$ cat src/rtl/mem_data_dumper_pkg.sv
// Shared definitions for the memory dump path: FSM state encoding and byte width.
package mem_data_dumper_pkg;

  localparam int BYTE_WIDTH = 8;

  typedef enum logic [2:0] {
    S_IDLE      = 3'd0,
    S_READ      = 3'd1,
    S_WAIT_DATA = 3'd2,
    S_SEND      = 3'd3,
    S_WAIT_TX   = 3'd4,
    S_NEXT      = 3'd5,
    S_DONE      = 3'd6
  } state_e;

endpackage

$ cat src/rtl/mem_data_dumper_if.sv
// Memory read port and tx byte handshake between the dumper (master) and its peers.
interface mem_data_dumper_if
  import mem_data_dumper_pkg::*;
#(
  parameter int ADDR_WIDTH = 16,
  parameter int RAM_WIDTH  = 16
);
  logic [ADDR_WIDTH-1:0] o_mem_addr;
  logic                  o_mem_regcea;
  logic                  o_mem_wea;
  logic [RAM_WIDTH-1:0]  i_mem_data;
  logic [BYTE_WIDTH-1:0] o_tx_data;
  logic                  o_tx_start;
  logic                  i_tx_done;

  modport master (
    output o_mem_addr, o_mem_regcea, o_mem_wea, o_tx_data, o_tx_start,
    input  i_mem_data, i_tx_done
  );

  modport slave (
    input  o_mem_addr, o_mem_regcea, o_mem_wea, o_tx_data, o_tx_start,
    output i_mem_data, i_tx_done
  );
endinterface

$ cat src/rtl/mem_data_dumper_word_byte_serializer.sv
// Holds one captured memory word and walks it out MSB byte first.
module mem_data_dumper_word_byte_serializer
  import mem_data_dumper_pkg::*;
#(
  parameter int RAM_WIDTH = 16
) (
  input  logic                  i_clk,
  input  logic                  i_reset,
  input  logic                  i_load,
  input  logic [RAM_WIDTH-1:0]  i_word,
  input  logic                  i_advance,
  output logic [BYTE_WIDTH-1:0] o_byte,
  output logic                  o_last
);
  localparam int NB    = RAM_WIDTH / BYTE_WIDTH;
  localparam int IDX_W = (NB > 1) ? $clog2(NB) : 1;

  logic [NB-1:0][BYTE_WIDTH-1:0] word_q, word_d;
  logic [IDX_W-1:0]              idx_q, idx_d;

  always_comb begin
    word_d = word_q;
    idx_d  = idx_q;
    if (i_load) begin
      word_d = i_word;
      idx_d  = IDX_W'(NB - 1);
    end else if (i_advance && (idx_q != '0)) begin
      idx_d = idx_q - IDX_W'(1);
    end
  end

  always_ff @(posedge i_clk) begin
    if (i_reset) begin
      word_q <= '0;
      idx_q  <= '0;
    end else begin
      word_q <= word_d;
      idx_q  <= idx_d;
    end
  end

  assign o_byte = word_q[idx_q];
  assign o_last = (idx_q == '0);
endmodule

$ cat src/rtl/mem_data_dumper.sv
// Reads words 0..len-1 from data memory and hands each byte, MSB first, to the UART tx.
// Memory is never written; a dump is abandoned immediately on reset.
module mem_data_dumper
  import mem_data_dumper_pkg::*;
#(
  parameter int RAM_WIDTH    = 16,
  parameter int RAM_DEPTH    = 1024,
  parameter int ADDR_WIDTH   = 16,
  parameter int READ_LATENCY = 1
) (
  input  logic                  i_clk,
  input  logic                  i_reset,
  input  logic                  i_start,
  input  logic [ADDR_WIDTH-1:0] i_word_count,
  output logic                  o_busy,
  output logic                  o_done,
  mem_data_dumper_if.master     bus
);
  localparam int LEN_W = ADDR_WIDTH + 1;

  state_e                state_q, state_d;
  logic [ADDR_WIDTH-1:0] addr_q, addr_d;
  logic [LEN_W-1:0]      len_q, len_d;
  logic [1:0]            wait_q, wait_d;
  logic [LEN_W-1:0]      req_len;
  logic                  load, advance, last_byte;

  // Length is one bit wider than the address so RAM_DEPTH = 2**ADDR_WIDTH still fits.
  assign req_len = ({1'b0, i_word_count} > LEN_W'(RAM_DEPTH)) ? LEN_W'(RAM_DEPTH)
                                                              : {1'b0, i_word_count};

  always_comb begin
    state_d = state_q;
    addr_d  = addr_q;
    len_d   = len_q;
    wait_d  = wait_q;
    load    = 1'b0;
    advance = 1'b0;
    case (state_q)
      S_IDLE: begin
        if (i_start) begin
          len_d   = req_len;
          addr_d  = '0;
          state_d = (req_len == '0) ? S_DONE : S_READ;
        end
      end
      S_READ: begin
        wait_d  = '0;
        state_d = S_WAIT_DATA;
      end
      S_WAIT_DATA: begin
        if (wait_q == 2'(READ_LATENCY - 1)) begin
          load    = 1'b1;
          state_d = S_SEND;
        end else begin
          wait_d = wait_q + 2'd1;
        end
      end
      S_SEND: state_d = S_WAIT_TX;
      S_WAIT_TX: begin
        if (bus.i_tx_done) begin
          if (last_byte) begin
            state_d = S_NEXT;
          end else begin
            advance = 1'b1;
            state_d = S_SEND;
          end
        end
      end
      S_NEXT: begin
        // The address stops at len-1 rather than stepping past the last word.
        if (({1'b0, addr_q} + LEN_W'(1)) == len_q) begin
          state_d = S_DONE;
        end else begin
          addr_d  = addr_q + ADDR_WIDTH'(1);
          state_d = S_READ;
        end
      end
      S_DONE:  state_d = S_IDLE;
      default: state_d = S_IDLE;
    endcase
  end

  always_ff @(posedge i_clk) begin
    if (i_reset) begin
      state_q <= S_IDLE;
      addr_q  <= '0;
      len_q   <= '0;
      wait_q  <= '0;
    end else begin
      state_q <= state_d;
      addr_q  <= addr_d;
      len_q   <= len_d;
      wait_q  <= wait_d;
    end
  end

  mem_data_dumper_word_byte_serializer #(.RAM_WIDTH(RAM_WIDTH)) u_word_byte_serializer (
    .i_clk     (i_clk),
    .i_reset   (i_reset),
    .i_load    (load),
    .i_word    (bus.i_mem_data),
    .i_advance (advance),
    .o_byte    (bus.o_tx_data),
    .o_last    (last_byte)
  );

  assign bus.o_mem_addr   = addr_q;
  assign bus.o_mem_regcea = (state_q == S_READ) || (state_q == S_WAIT_DATA);
  assign bus.o_mem_wea    = 1'b0;
  assign bus.o_tx_start   = (state_q == S_SEND);
  assign o_busy           = (state_q != S_IDLE) && (state_q != S_DONE);
  assign o_done           = (state_q == S_DONE);
endmodule

$ cat src/flat_wrapper.sv
// flat-port wrapper written by rule: the top's interface ports become plain ports
module mem_data_dumper_flat import mem_data_dumper_pkg::*;
#(
  parameter int RAM_WIDTH    = 16,
  parameter int RAM_DEPTH    = 1024,
  parameter int ADDR_WIDTH   = 16,
  parameter int READ_LATENCY = 1
)
  (i_clk, i_reset, i_start, i_word_count, o_busy, o_done, bus_o_mem_addr, bus_o_mem_regcea, bus_o_mem_wea, bus_o_tx_data, bus_o_tx_start, bus_i_mem_data, bus_i_tx_done);
  mem_data_dumper_if #(.ADDR_WIDTH(ADDR_WIDTH), .RAM_WIDTH(RAM_WIDTH)) bus_i ();
  input  logic i_clk;
  input  logic i_reset;
  input  logic i_start;
  input  logic [ADDR_WIDTH-1:0] i_word_count;
  output logic o_busy;
  output logic o_done;
  output wire logic [$bits(bus_i.o_mem_addr)-1:0] bus_o_mem_addr;
  output wire logic [$bits(bus_i.o_mem_regcea)-1:0] bus_o_mem_regcea;
  output wire logic [$bits(bus_i.o_mem_wea)-1:0] bus_o_mem_wea;
  output wire logic [$bits(bus_i.o_tx_data)-1:0] bus_o_tx_data;
  output wire logic [$bits(bus_i.o_tx_start)-1:0] bus_o_tx_start;
  input wire logic [$bits(bus_i.i_mem_data)-1:0] bus_i_mem_data;
  input wire logic [$bits(bus_i.i_tx_done)-1:0] bus_i_tx_done;
  assign bus_o_mem_addr = bus_i.o_mem_addr;
  assign bus_o_mem_regcea = bus_i.o_mem_regcea;
  assign bus_o_mem_wea = bus_i.o_mem_wea;
  assign bus_o_tx_data = bus_i.o_tx_data;
  assign bus_o_tx_start = bus_i.o_tx_start;
  assign bus_i.i_mem_data = bus_i_mem_data;
  assign bus_i.i_tx_done = bus_i_tx_done;
  mem_data_dumper #(.RAM_WIDTH(RAM_WIDTH), .RAM_DEPTH(RAM_DEPTH), .ADDR_WIDTH(ADDR_WIDTH), .READ_LATENCY(READ_LATENCY)) u_core (.i_clk(i_clk), .i_reset(i_reset), .i_start(i_start), .i_word_count(i_word_count), .o_busy(o_busy), .o_done(o_done), .bus(bus_i));
endmodule
$ cat config.mk
export PLATFORM = sky130hd
export DESIGN_NAME = mem_data_dumper_flat
export DESIGN_NICKNAME = d
export VERILOG_FILES = /design/src/rtl/mem_data_dumper_pkg.sv /design/src/rtl/mem_data_dumper_if.sv /design/src/rtl/mem_data_dumper_word_byte_serializer.sv /design/src/rtl/mem_data_dumper.sv /design/src/flat_wrapper.sv
export SDC_FILE = /design/constraint.sdc
export NUM_CORES = 1
export LEC_CHECK = 0
export CAP_MARGIN = 15
export CORE_ASPECT_RATIO = 0.9
export CORE_MARGIN = 8
export CORE_UTILIZATION = 50
export CTS_CLUSTER_SIZE = 10
export DETAILED_ROUTE_END_ITERATION = 10
export PLACE_DENSITY = 0.89
export RECOVER_POWER = 100
export SLEW_MARGIN = 40
export SYNTH_ARGS = -nofsm -noshare
export SYNTH_HDL_FRONTEND = slang
export SYNTH_HIERARCHICAL = 1
export SYNTH_SLANG_ARGS = --single-unit
$ cat constraint.sdc
create_clock -name i_clk -period 3.5 [get_ports i_clk]
set_input_delay 0.7 -clock i_clk [delete_from_list [all_inputs] [get_ports i_clk]]
set_output_delay 0.7 -clock i_clk [all_outputs]
set_load 0.02 [all_outputs]
==> run_results.csv <==
group,metric,value,unit
outcome,status,"finished clean",
cells_and_area,layout-drive-gt1-share,6.47,%
critical_path,crit_fanout,12,
timing,final-hold-violation-count,0,
cells_and_area,diodes,0,
critical_path,r2r-start,"u_core/bus.o_mem_addr[4]",
critical_path,crit_required,3.76,ns
synth,syn_area_per_cell,8.67,um^2
cells_and_area,multi_input_comb_area,0.00179,mm^2
critical_path,critical_path_class,"reg2reg",
floorplanning,ios,65,
timing,fin_setup_tns,0,ns
synth,synth_area,0.00307,mm^2
synth,synth_cell_types,64,
timing,fin_worst_skew,0.0114,ns
synth,synth_nets,392,
clock_tree,root_buffer,"clkbuf_8",
floorplanning,fp.dieW,98.6,um
clock_tree,postCtsSetupRepairBufs,0,
power_and_ir_drop,leakage,1.44,nW
clock_tree,clock-sinks,54,
route,drtAntennaViolNets,0,
critical_path,cp-endpoint,"u_core/bus.o_mem_addr[4]",
timing,setup_viol,0,
clock_tree,clkSlewWorstSetupHoldPaths,0.10,ns
floorplanning,core,0.00601,mm^2
timing,fmax,314,MHz
route,drt-pass1-iter-count,4,
floorplanning,start_util,51.0,%
critical_path,crit_chain,"nand4_2, or4_1, xnor2_1, a2111oi_2, nand4_4, nand2_1, and2_1, a211o_1",
critical_path,reg2reg_setup_slack,0.32,ns
clock_tree,cts_resized,0,
grt,grt_pass1_wl,12500,um
floorplanning,die-area,0.00890,mm^2
timing,finalCritPeriodShare,90.9,%
min_path,hp-class,"reg2reg",
timing,rsz0062_at_grt,"no",
route,route.detailed.drc,0,
critical_path,critPathSlowestCell,"or4_1",
timing,max_slew_margin,38.3,%
synth,yosys_warnings,6,
synth,synthFlopType,"dfxtp_1",
clock_tree,htreeDepth,2,
synth,async_reset_ff_share,0,%
timing,period_minus_slack,3.18,ns
clock_tree,cts_made_buffers,5,
grt,grt_pass1_vias,2723,
critical_path,end_kind,"flip-flop",
flow_run,maxCapViolations,0,
synth,synth-edff-count,0,
route,drt-total-wl,7580,um
critical_path,ff2ff_path_depth,8,
cells_and_area,fin_area,0.00374,mm^2
power_and_ir_drop,ir_drop,229,uV
route,dr_total_vias,2720,
clock_tree,insertion_delay,0.31,ns
synth,ys_seq_area_share,35.2,%
critical_path,start_kind,"flip-flop",
cells_and_area,postLayoutCoreUtil,62.2,%
placed_design,post_dp_cell_area,0.00367,mm^2
synth,synthCells,354,
clock_tree,clockBufferDepth,2,
route,vias_per_cell,5.74,
power_and_ir_drop,power_density,328,mW/mm^2
grt,antenna_found_initial,0,
route,drtIter0Drc,159,
cells_and_area,nets,439,
critical_path,cp_slowest_stage_delay,0.62,ns
clock_tree,cts_tree,"built",
route,wire_per_inst,16.0,um
power_and_ir_drop,power.total,1.23,mW
floorplanning,fp.dieH,90.3,um
placed_design,place_congestion,0.907,
critical_path,cp-startpoint,"u_core/bus.o_mem_addr[4]",
grt,grt_max_degree,24,
cells_and_area,area_delta_synth_final,22.0,%
grt,grt_use_total,16.8,%
critical_path,worstReg2RegEnd,"u_core/bus.o_mem_addr[4]",
placed_design,hpwl,5770,um
grt,overflow,0,
synth,ys_ff_latch,54,
critical_path,crit_arrival,3.44,ns
cells_and_area,nFillCells,516,
placed_design,port-buffer-count,63,
clock_tree,hold_buffers,0,
floorplanning,num_rows,27,
timing,tightest_slew,0.925,ns
timing,drv_slew,0,
cells_and_area,regArea,0.00108,mm^2
per-layer routing:
| metal | part of all wire, % | track usage (%) | vias up | wire length (um) |
|---|---|---|---|---|
| met5 | 0 | 0 | - | 0 |
| met4 | 0.92 | 4.21 | 0 | 70 |
| met3 | 6.9 | 5.55 | 6 | 526 |
| met2 | 50 | 29.3 | 76 | 3800 |
| met1 | 42 | 19.1 | 1287 | 3180 |
| li1 | - | - | 1351 | - |
synthesized netlist by cell type, types with 4 or more instances:
cell / n / area (um^2)
dfxtp_1: 54 / 1080
nor2_1: 37 / 139
nand2_1: 28 / 105
mux2i_1: 19 / 190
nand3_1: 15 / 75.1
a21oi_1: 14 / 70.1
clkbuf_1: 13 / 48.8
nor3_1: 12 / 60.1
xnor2_1: 11 / 96.3
a22o_1: 10 / 87.6
o21ai_0: 10 / 50.1
buf_2: 8 / 40.0
inv_1: 8 / 30.0
mux2_2: 8 / 90.1
xor2_1: 8 / 70.1
nand2b_1: 7 / 43.8
and2_1: 6 / 37.5
nand4_1: 6 / 37.5
and3_1: 5 / 31.3
nor2b_1: 4 / 25.0
nor4_1: 4 / 25.0
or3_1: 4 / 25.0
worst min path at each step:
stage | from | endpoint | slack [ns] | cells past startpoint
floorplan | u_core/len_q[12] | u_core/len_q[12] | 0.45 | 1
global placement | u_core/len_q[14] | u_core/len_q[14] | 0.47 | 1
detailed placement | u_core/len_q[12] | u_core/len_q[12] | 0.47 | 1
CTS | u_core/len_q[12] | u_core/len_q[12] | 0.50 | 1
global route | u_core/len_q[15] | u_core/len_q[15] | 0.50 | 1
finish | u_core/len_q[12] | u_core/len_q[12] | 0.50 | 1
state kept, by name, summed over array words and instances (netlist names):
signal	cells
u_core/bus.o_mem_addr	16
u_core/len_q	16
u_core/u_word_byte_serializer/word_q	16
u_core/state_q	3
u_core/wait_q	2
u_core/u_word_byte_serializer/idx_q	1
cells in the final DEF (no fill, tap or decap), types with 8 or more instances in the layout:
| cell | Yosys | routed |
|---|---|---|
| xor2_1 | 8 | 8 |
| dlygate4sd3_1 | 0 | 30 |
| nor3_1 | 12 | 12 |
| o21ai_0 | 10 | 10 |
| xnor2_1 | 11 | 11 |
| nand3_1 | 15 | 15 |
| clkdlybuf4s50_1 | 0 | 33 |
| nand2_1 | 28 | 28 |
| nor2_1 | 37 | 37 |
| a22o_1 | 10 | 10 |
| inv_1 | 8 | 8 |
| a21oi_1 | 14 | 14 |
| dfxtp_1 | 54 | 54 |
| mux2i_1 | 19 | 19 |
| mux2_2 | 8 | 8 |
final cells by class:
cell class | instances | share of cell area (%)
clock inverters | 2 | 0.468
clock buffers | 6 | 1.94
repair buffers | 68 | 17.5
inverters | 9 | 0.903
multi-input cells | 263 | 47.9
well taps | 72 | 2.41
flip-flops and latches | 54 | 28.9
critical path, delay by kind of cell (launching register included):
| family | cells | cell delay (ns) |
|---|---|---|
| simple gates | 5 | 1.79 |
| compound gates | 2 | 0.62 |
| flops | 1 | 0.56 |
| xor+xnor | 1 | 0.17 |
cells by family (layout without fill, tap and decap cells):
group	count (synthesis)	in the layout	synth area share, %
and+or+nand+nor	145	145	25.3
AOI/OAI and AO/OA	67	67	16.6
DFF	54	54	35.2
buffers and inverters	37	85	6.24
muxes	28	28	9.50
xor gates and xnor gates	20	20	6.20
adders and majority gates	2	2	0.816
other	1	1	0.122
power breakdown:
part | leakage, nW | internal, mW | total, mW | switching [mW]
sequential | 0.436 | 0.633 | 0.661 | 0.0282
combinational | 0.953 | 0.106 | 0.210 | 0.104
clock | 0.0458 | 0.146 | 0.358 | 0.212
metrics by stage:
stage               hold slack, ns  setup slack [ns]  instances
floorplan                    0.450             0.620        354
global placement             0.465             0.412        466
detailed placement           0.470             0.370        466
CTS                          0.496             0.330        474
global route                 0.505            0.0877        474
finish                       0.495             0.317        474
Power figures use the tool's default switching activity.
